## src/rtl/pipe_hazard_ctrl_pkg.sv

```systemverilog
// Shared constants and helpers for the MIPS hazard controller.
// Holds Tuse/Tnew encodings, MDU state codes and latency defaults.
package pipe_hazard_ctrl_pkg;

  localparam logic [1:0] TUSE_NONE = 2'd3;
  localparam logic [4:0] REG_ZERO  = 5'd0;

  localparam logic MDU_IDLE = 1'b0;
  localparam logic MDU_BUSY = 1'b1;

  localparam int MULT_CYC_DEF = 5;
  localparam int DIV_CYC_DEF  = 10;

  // A producer blocks a consumer if its result arrives later than needed
  function automatic logic hz_hit(
    input logic [4:0] src,
    input logic [4:0] dst,
    input logic [1:0] tnew,
    input logic [1:0] tuse
  );
    return (src != REG_ZERO) && (src == dst) && (tnew > tuse);
  endfunction

endpackage

```

## src/rtl/pipe_hazard_ctrl_if.sv

```systemverilog
// Pipeline <-> hazard controller bundle.
// master = pipeline datapath, slave = hazard controller.
interface pipe_hazard_ctrl_if;
  logic [4:0] D_rs;
  logic [4:0] D_rt;
  logic [1:0] D_tuse_rs;
  logic [1:0] D_tuse_rt;
  logic       D_md_use;
  logic [4:0] E_A3;
  logic [1:0] E_tnew;
  logic       E_md_start;
  logic       E_md_is_div;
  logic [4:0] M_A3;
  logic [1:0] M_tnew;
  logic       stall;
  logic       F_en;
  logic       D_en;
  logic       E_clr;
  logic       md_busy;
  logic       md_done;

  modport master (
    output D_rs, D_rt, D_tuse_rs, D_tuse_rt, D_md_use,
    output E_A3, E_tnew, E_md_start, E_md_is_div,
    output M_A3, M_tnew,
    input  stall, F_en, D_en, E_clr, md_busy, md_done
  );

  modport slave (
    input  D_rs, D_rt, D_tuse_rs, D_tuse_rt, D_md_use,
    input  E_A3, E_tnew, E_md_start, E_md_is_div,
    input  M_A3, M_tnew,
    output stall, F_en, D_en, E_clr, md_busy, md_done
  );
endinterface

```

## src/rtl/pipe_hazard_ctrl_mdu_seq.sv

```systemverilog
// MDU busy sequencer: IDLE/BUSY FSM with a down-counter.
// md_done marks the last busy cycle; starts while busy are ignored.
module mdu_seq
  import pipe_hazard_ctrl_pkg::*;
#(
  parameter int MULT_CYC = MULT_CYC_DEF,
  parameter int DIV_CYC  = DIV_CYC_DEF,
  parameter int CNT_W    = 4
) (
  input  logic Clk,
  input  logic Reset,
  input  logic start,
  input  logic is_div,
  output logic md_busy,
  output logic md_done
);

  logic             state_q, state_d;
  logic [CNT_W-1:0] cnt_q, cnt_d;

  always_comb begin
    state_d = state_q;
    cnt_d   = cnt_q;
    md_done = 1'b0;
    unique case (1'b1)
      (state_q == MDU_IDLE): begin
        if (start) begin
          state_d = MDU_BUSY;
          cnt_d   = is_div ? CNT_W'(DIV_CYC - 1)
                           : CNT_W'(MULT_CYC - 1);
        end
      end
      default: begin
        if (cnt_q == '0) begin
          md_done = 1'b1;
          state_d = MDU_IDLE;
        end else begin
          cnt_d = cnt_q - 1'b1;
        end
      end
    endcase
  end

  assign md_busy = (state_q == MDU_BUSY);

  always_ff @(posedge Clk) begin
    if (!Reset) begin
      state_q <= MDU_IDLE;
      cnt_q   <= '0;
    end else begin
      state_q <= state_d;
      cnt_q   <= cnt_d;
    end
  end

endmodule

```

## src/rtl/pipe_hazard_ctrl.sv

```systemverilog
// Tuse/Tnew stall controller and MDU sequencing for the 5-stage MIPS pipe.
// Optional HAZARD_PERF_CNT_EN adds stall_cnt / md_stall_cnt outputs.
module pipe_hazard_ctrl
  import pipe_hazard_ctrl_pkg::*;
#(
  parameter int MULT_CYC = MULT_CYC_DEF,
  parameter int DIV_CYC  = DIV_CYC_DEF,
  parameter int CNT_W    = 4
) (
  input  logic              Clk,
  input  logic              Reset,
`ifdef HAZARD_PERF_CNT_EN
  output logic [31:0]       stall_cnt,
  output logic [31:0]       md_stall_cnt,
`endif
  pipe_hazard_ctrl_if.slave hz
);

  logic stall_rs;
  logic stall_rt;
  logic stall_md;
  logic stall_w;
  logic busy_w;
  logic done_w;

  mdu_seq #(
    .MULT_CYC (MULT_CYC),
    .DIV_CYC  (DIV_CYC),
    .CNT_W    (CNT_W)
  ) u_mdu (
    .Clk     (Clk),
    .Reset   (Reset),
    .start   (hz.E_md_start),
    .is_div  (hz.E_md_is_div),
    .md_busy (busy_w),
    .md_done (done_w)
  );

  always_comb begin
    stall_rs = (hz.D_tuse_rs != TUSE_NONE) &&
      (hz_hit(hz.D_rs, hz.E_A3, hz.E_tnew, hz.D_tuse_rs) ||
       hz_hit(hz.D_rs, hz.M_A3, hz.M_tnew, hz.D_tuse_rs));
    stall_rt = (hz.D_tuse_rt != TUSE_NONE) &&
      (hz_hit(hz.D_rt, hz.E_A3, hz.E_tnew, hz.D_tuse_rt) ||
       hz_hit(hz.D_rt, hz.M_A3, hz.M_tnew, hz.D_tuse_rt));
    stall_md = hz.D_md_use && (busy_w || hz.E_md_start);
    stall_w  = stall_rs | stall_rt | stall_md;
  end

  assign hz.stall   = stall_w;
  assign hz.F_en    = ~stall_w;
  assign hz.D_en    = ~stall_w;
  assign hz.E_clr   = stall_w;
  assign hz.md_busy = busy_w;
  assign hz.md_done = done_w;

`ifdef HAZARD_PERF_CNT_EN
  logic [31:0] stall_cnt_q, stall_cnt_d;
  logic [31:0] md_stall_cnt_q, md_stall_cnt_d;

  always_comb begin
    stall_cnt_d    = stall_cnt_q + {31'd0, stall_w};
    md_stall_cnt_d = md_stall_cnt_q + {31'd0, stall_md};
  end

  always_ff @(posedge Clk) begin
    if (!Reset) begin
      stall_cnt_q    <= '0;
      md_stall_cnt_q <= '0;
    end else begin
      stall_cnt_q    <= stall_cnt_d;
      md_stall_cnt_q <= md_stall_cnt_d;
    end
  end

  assign stall_cnt    = stall_cnt_q;
  assign md_stall_cnt = md_stall_cnt_q;
`endif

endmodule
```

## src/flat_wrapper.sv

```systemverilog
// flat-port wrapper written by rule: the top's interface ports become plain ports
module pipe_hazard_ctrl_flat import pipe_hazard_ctrl_pkg::*;
#(
  parameter int MULT_CYC = MULT_CYC_DEF,
  parameter int DIV_CYC  = DIV_CYC_DEF,
  parameter int CNT_W    = 4
)
  (Clk, Reset, hz_D_rs, hz_D_rt, hz_D_tuse_rs, hz_D_tuse_rt, hz_D_md_use, hz_E_A3, hz_E_tnew, hz_E_md_start, hz_E_md_is_div, hz_M_A3, hz_M_tnew, hz_stall, hz_F_en, hz_D_en, hz_E_clr, hz_md_busy, hz_md_done);
  pipe_hazard_ctrl_if hz_i ();
  input  logic Clk;
  input  logic Reset;
  input wire logic [$bits(hz_i.D_rs)-1:0] hz_D_rs;
  input wire logic [$bits(hz_i.D_rt)-1:0] hz_D_rt;
  input wire logic [$bits(hz_i.D_tuse_rs)-1:0] hz_D_tuse_rs;
  input wire logic [$bits(hz_i.D_tuse_rt)-1:0] hz_D_tuse_rt;
  input wire logic [$bits(hz_i.D_md_use)-1:0] hz_D_md_use;
  input wire logic [$bits(hz_i.E_A3)-1:0] hz_E_A3;
  input wire logic [$bits(hz_i.E_tnew)-1:0] hz_E_tnew;
  input wire logic [$bits(hz_i.E_md_start)-1:0] hz_E_md_start;
  input wire logic [$bits(hz_i.E_md_is_div)-1:0] hz_E_md_is_div;
  input wire logic [$bits(hz_i.M_A3)-1:0] hz_M_A3;
  input wire logic [$bits(hz_i.M_tnew)-1:0] hz_M_tnew;
  output wire logic [$bits(hz_i.stall)-1:0] hz_stall;
  output wire logic [$bits(hz_i.F_en)-1:0] hz_F_en;
  output wire logic [$bits(hz_i.D_en)-1:0] hz_D_en;
  output wire logic [$bits(hz_i.E_clr)-1:0] hz_E_clr;
  output wire logic [$bits(hz_i.md_busy)-1:0] hz_md_busy;
  output wire logic [$bits(hz_i.md_done)-1:0] hz_md_done;
  assign hz_i.D_rs = hz_D_rs;
  assign hz_i.D_rt = hz_D_rt;
  assign hz_i.D_tuse_rs = hz_D_tuse_rs;
  assign hz_i.D_tuse_rt = hz_D_tuse_rt;
  assign hz_i.D_md_use = hz_D_md_use;
  assign hz_i.E_A3 = hz_E_A3;
  assign hz_i.E_tnew = hz_E_tnew;
  assign hz_i.E_md_start = hz_E_md_start;
  assign hz_i.E_md_is_div = hz_E_md_is_div;
  assign hz_i.M_A3 = hz_M_A3;
  assign hz_i.M_tnew = hz_M_tnew;
  assign hz_stall = hz_i.stall;
  assign hz_F_en = hz_i.F_en;
  assign hz_D_en = hz_i.D_en;
  assign hz_E_clr = hz_i.E_clr;
  assign hz_md_busy = hz_i.md_busy;
  assign hz_md_done = hz_i.md_done;
  pipe_hazard_ctrl #(.MULT_CYC(MULT_CYC), .DIV_CYC(DIV_CYC), .CNT_W(CNT_W)) u_core (.Clk(Clk), .Reset(Reset), .hz(hz_i));
endmodule
```

## config.mk

```make
export PLATFORM = sky130hd
export DESIGN_NAME = pipe_hazard_ctrl_flat
export DESIGN_NICKNAME = d
export VERILOG_FILES = /design/src/rtl/pipe_hazard_ctrl_pkg.sv /design/src/rtl/pipe_hazard_ctrl_if.sv /design/src/rtl/pipe_hazard_ctrl_mdu_seq.sv /design/src/rtl/pipe_hazard_ctrl.sv /design/src/flat_wrapper.sv
export SDC_FILE = /design/constraint.sdc
export NUM_CORES = 1
export LEC_CHECK = 0
export CAP_MARGIN = 10
export CORE_MARGIN = 2
export CORE_UTILIZATION = 40
export DETAILED_ROUTE_END_ITERATION = 8
export GPL_ROUTABILITY_DRIVEN = 0
export PLACE_DENSITY_LB_ADDON = 0.3
export SYNTH_ARGS = -nofsm -noshare
export SYNTH_HDL_FRONTEND = slang
export SYNTH_HIERARCHICAL = 1
export SYNTH_SLANG_ARGS = --single-unit
```

## constraint.sdc

```tcl
create_clock -name Clk -period 3.8 [get_ports Clk]
set_clock_uncertainty 0.1 [all_clocks]
set_input_delay 0.76 -clock Clk [delete_from_list [all_inputs] [get_ports Clk]]
set_output_delay 0.76 -clock Clk [all_outputs]
set_load 0.1 [all_outputs]
```

==> impl_metrics.tcl <==
set metrics [dict create \
    required_ns 2.94 \
    grt_pass1_wl_um 3530 \
    clk_latency_ns 0.23 \
    cap_violations 0 \
    fin_cells 163 \
    ys_seq_area_frac 0.127 \
    layout_common_cells "clkdlybuf4s50_1, xnor2_1, ha_1" \
    worstMarginPinSlew_ns 0.377 \
    end_kind "output port" \
    clk_pin_slew_ns 0.04 \
    status "finished, final reports clean" \
    synth_area_leaders "ha_1, xnor2_1, dfxtp_1, xor2_1, inv_1" \
    rows 16 \
    dieHeight_um 48.4 \
    ys_warn_count 6 \
    r2r_end "u_core/u_mdu/cnt_q[3]$_SDFFE_PN0P_" \
    ys_ff_latch 5 \
    r2r_slack_ns 2.20 \
    slew_viol_final 0 \
    hold_violations 0 \
    core-area_sq_um 1900 \
    fp.dieArea_sq_um 2340 \
    viasPerCell 5.07 \
    reg2regPathDepth 6 \
    synth_edf_count 0 \
    syn-cell-area_sq_um 787 \
    synth_nets 140 \
    start_util 0.414 \
    routedWlPerCell_um 12.6 \
    grt_pass1_vias 835 \
    grt_max_degree 12 \
    setup_viol 0 \
    dp_slack_ns 0.0559 \
    r2r_start "u_core/u_mdu/cnt_q[0]$_SDFFE_PN0P_" \
    setup_ws_ns 0.142 \
    port_buffers 38 \
    whs_endpoint "u_core/u_mdu/cnt_q[1]$_SDFFE_PN0P_" \
    vias 826 \
    ctsHoldBuffers 0 \
    dr.pass1.iters 4 \
    drive_gt1_frac 0.118 \
    hold_depth 2 \
    diodes 0 \
    fin_nets 180 \
    ir_worst_vdd_mv 0.264 \
    cts_buffer_depth 2 \
    yosys.area.top_type_share 0.159 \
    area_growth_pct 59.1 \
    cts_tree "built" \
    finalCritPeriodShare 0.963 \
    cp-start-kind "input pin" \
    hp-class "reg -> reg" \
    finalCriticalPeriod_ns 3.66 \
    hpwlAfterDp_um 1850 \
    fmax_ghz 0.273 \
    rsz0062_at_grt "no" \
    htreeDepth 1 \
    die_w_um 48.4 \
    layout_commonest_cell "clkdlybuf4s50_1" \
    drc 0 \
    synth-async-reset-ratio 0 \
    grt_overflow_total 0 \
    power.total_uw 339 \
    clock-sinks 5 \
    path_class "in -> out" \
    setup_tns_ns 0 \
    antenna_found_initial 0 \
    critPathArrivalTime_ns 2.80 \
    placed_cells 159 \
    nFillCells 157 \
    yosys.area.top_type "ha_1" \
    drt_iter0_drc 20 \
    min_from "u_core/u_mdu/cnt_q[1]$_SDFFE_PN0P_" \
    syn_inst 97 \
    cts_buffers 3 \
    routed_wl_um 2050 \
    grt_usage 0.183 \
    cp_max_fo 2 \
    power.density_nw_per_um2 270 \
    slew-limit-headroom 0.749 \
    io_pins 39 \
    synth-main-ff-cell "dfxtp_1" \
    syn_area_per_cell_sq_um 8.11 \
    leakagePower_uw 0.000492 \
    cts-root-buf "clkbuf_4" \
    drtAntennaViolNets 0 \
    utilization 0.659 \
    ys_types 29 \
]
-- cells in the mapped netlist (2+ instances only) --
cell type,instances
ha_1,10
o21ai_0,4
or4_1,2
nor2_1,4
xor2_1,6
nor2b_1,4
nor4_1,2
nand2_1,5
a21oi_1,6
inv_1,9
nand4_1,2
a2111oi_2,2
xnor2_1,14
dfxtp_1,5
o21a_1,2
buf_4,2
nand3_1,3
o221ai_1,2
nand2b_1,3
-- cell type report --
cell class | count | area [sq um] | area share
flip-flops and latches | 5 | 100 | 0.0799
inverters | 9 | 33.8 | 0.0270
repair buffers | 38 | 415 | 0.332
well taps | 27 | 33.8 | 0.0270
multi-input cells | 80 | 643 | 0.513
clock buffers | 4 | 26.3 | 0.0210
-- kinds of logic (layout without fill, tap and decap cells) --
logic type	after synthesis	in the layout	share of synthesized area
buffers and inverters	12	51	0.0763
DFF	5	5	0.127
xor gates and xnor gates	20	20	0.223
and+or+nand+nor	30	30	0.223
adders and majority gates	10	10	0.159
AOI/OAI and AO/OA	20	20	0.192
-- routing by layer --
metal | GRT usage | wire (um) | vias to the layer above | part of all wire
met5 | 0 | 0 | - | 0
met4 | 0.0286 | 0 | 0 | 0
met1 | 0.219 | 859 | 384 | 0.42
met3 | 0.0401 | 80 | 0 | 0.039
li1 | - | - | 422 | -
met2 | 0.340 | 1110 | 20 | 0.54
-- repair_timing --
item                                   in CTS  in global routing
gates resized for setup                     0                  3
buffers inserted                            0                  0
endpoints found under the hold margin       0                  0
setup endpoints to repair                   0                  4
-- report_power, final --
group | internal (uW) | switching, uW
Clock | 39.5 | 19.3
Sequential | 59.4 | 8.77
Combinational | 96.4 | 115
Total | 195 | 143
-- through the flow --
step	instance area, sq um	hold slack, ns
global route	1250	0.470
finish	1250	0.445
floorplan	792	0.380
CTS	1240	0.441
detailed placement	1210	0.432
global placement	1210	0.407
-- critical path, cell delays in order --
cell and delay [ns]:
clkdlybuf4s50_1 0.48, inv_1 0.07, ha_1 0.32, nor2b_1 0.15, o21ai_0 0.11, a2111oi_2 0.36, o221ai_2 0.19, and3_4 0.20
buf_12 0.16
-- worst max path at each step --
stage               startpoint  endpoint  slack (ns)  depth (start not counted)
2_1_floorplan  hz_D_tuse_rt[1]   hz_F_en       -0.04                          8
3_3_place_gp   hz_D_tuse_rt[1]   hz_D_en        0.10                          9
3_5_place_dp   hz_D_tuse_rt[1]   hz_F_en        0.06                          9
4_1_cts        hz_D_tuse_rt[1]   hz_F_en        0.05                          9
5_1_grt        hz_D_tuse_rt[1]   hz_F_en        0.02                          9
6_report       hz_D_tuse_rt[1]   hz_F_en        0.14                          9
-- state kept, by name, indices dropped and copies added, names as in the netlist --
register / count
u_core/u_mdu/cnt_q: 4
u_core/u_mdu/md_busy: 1
No activity file was read; power rests on OpenSTA's default activity.
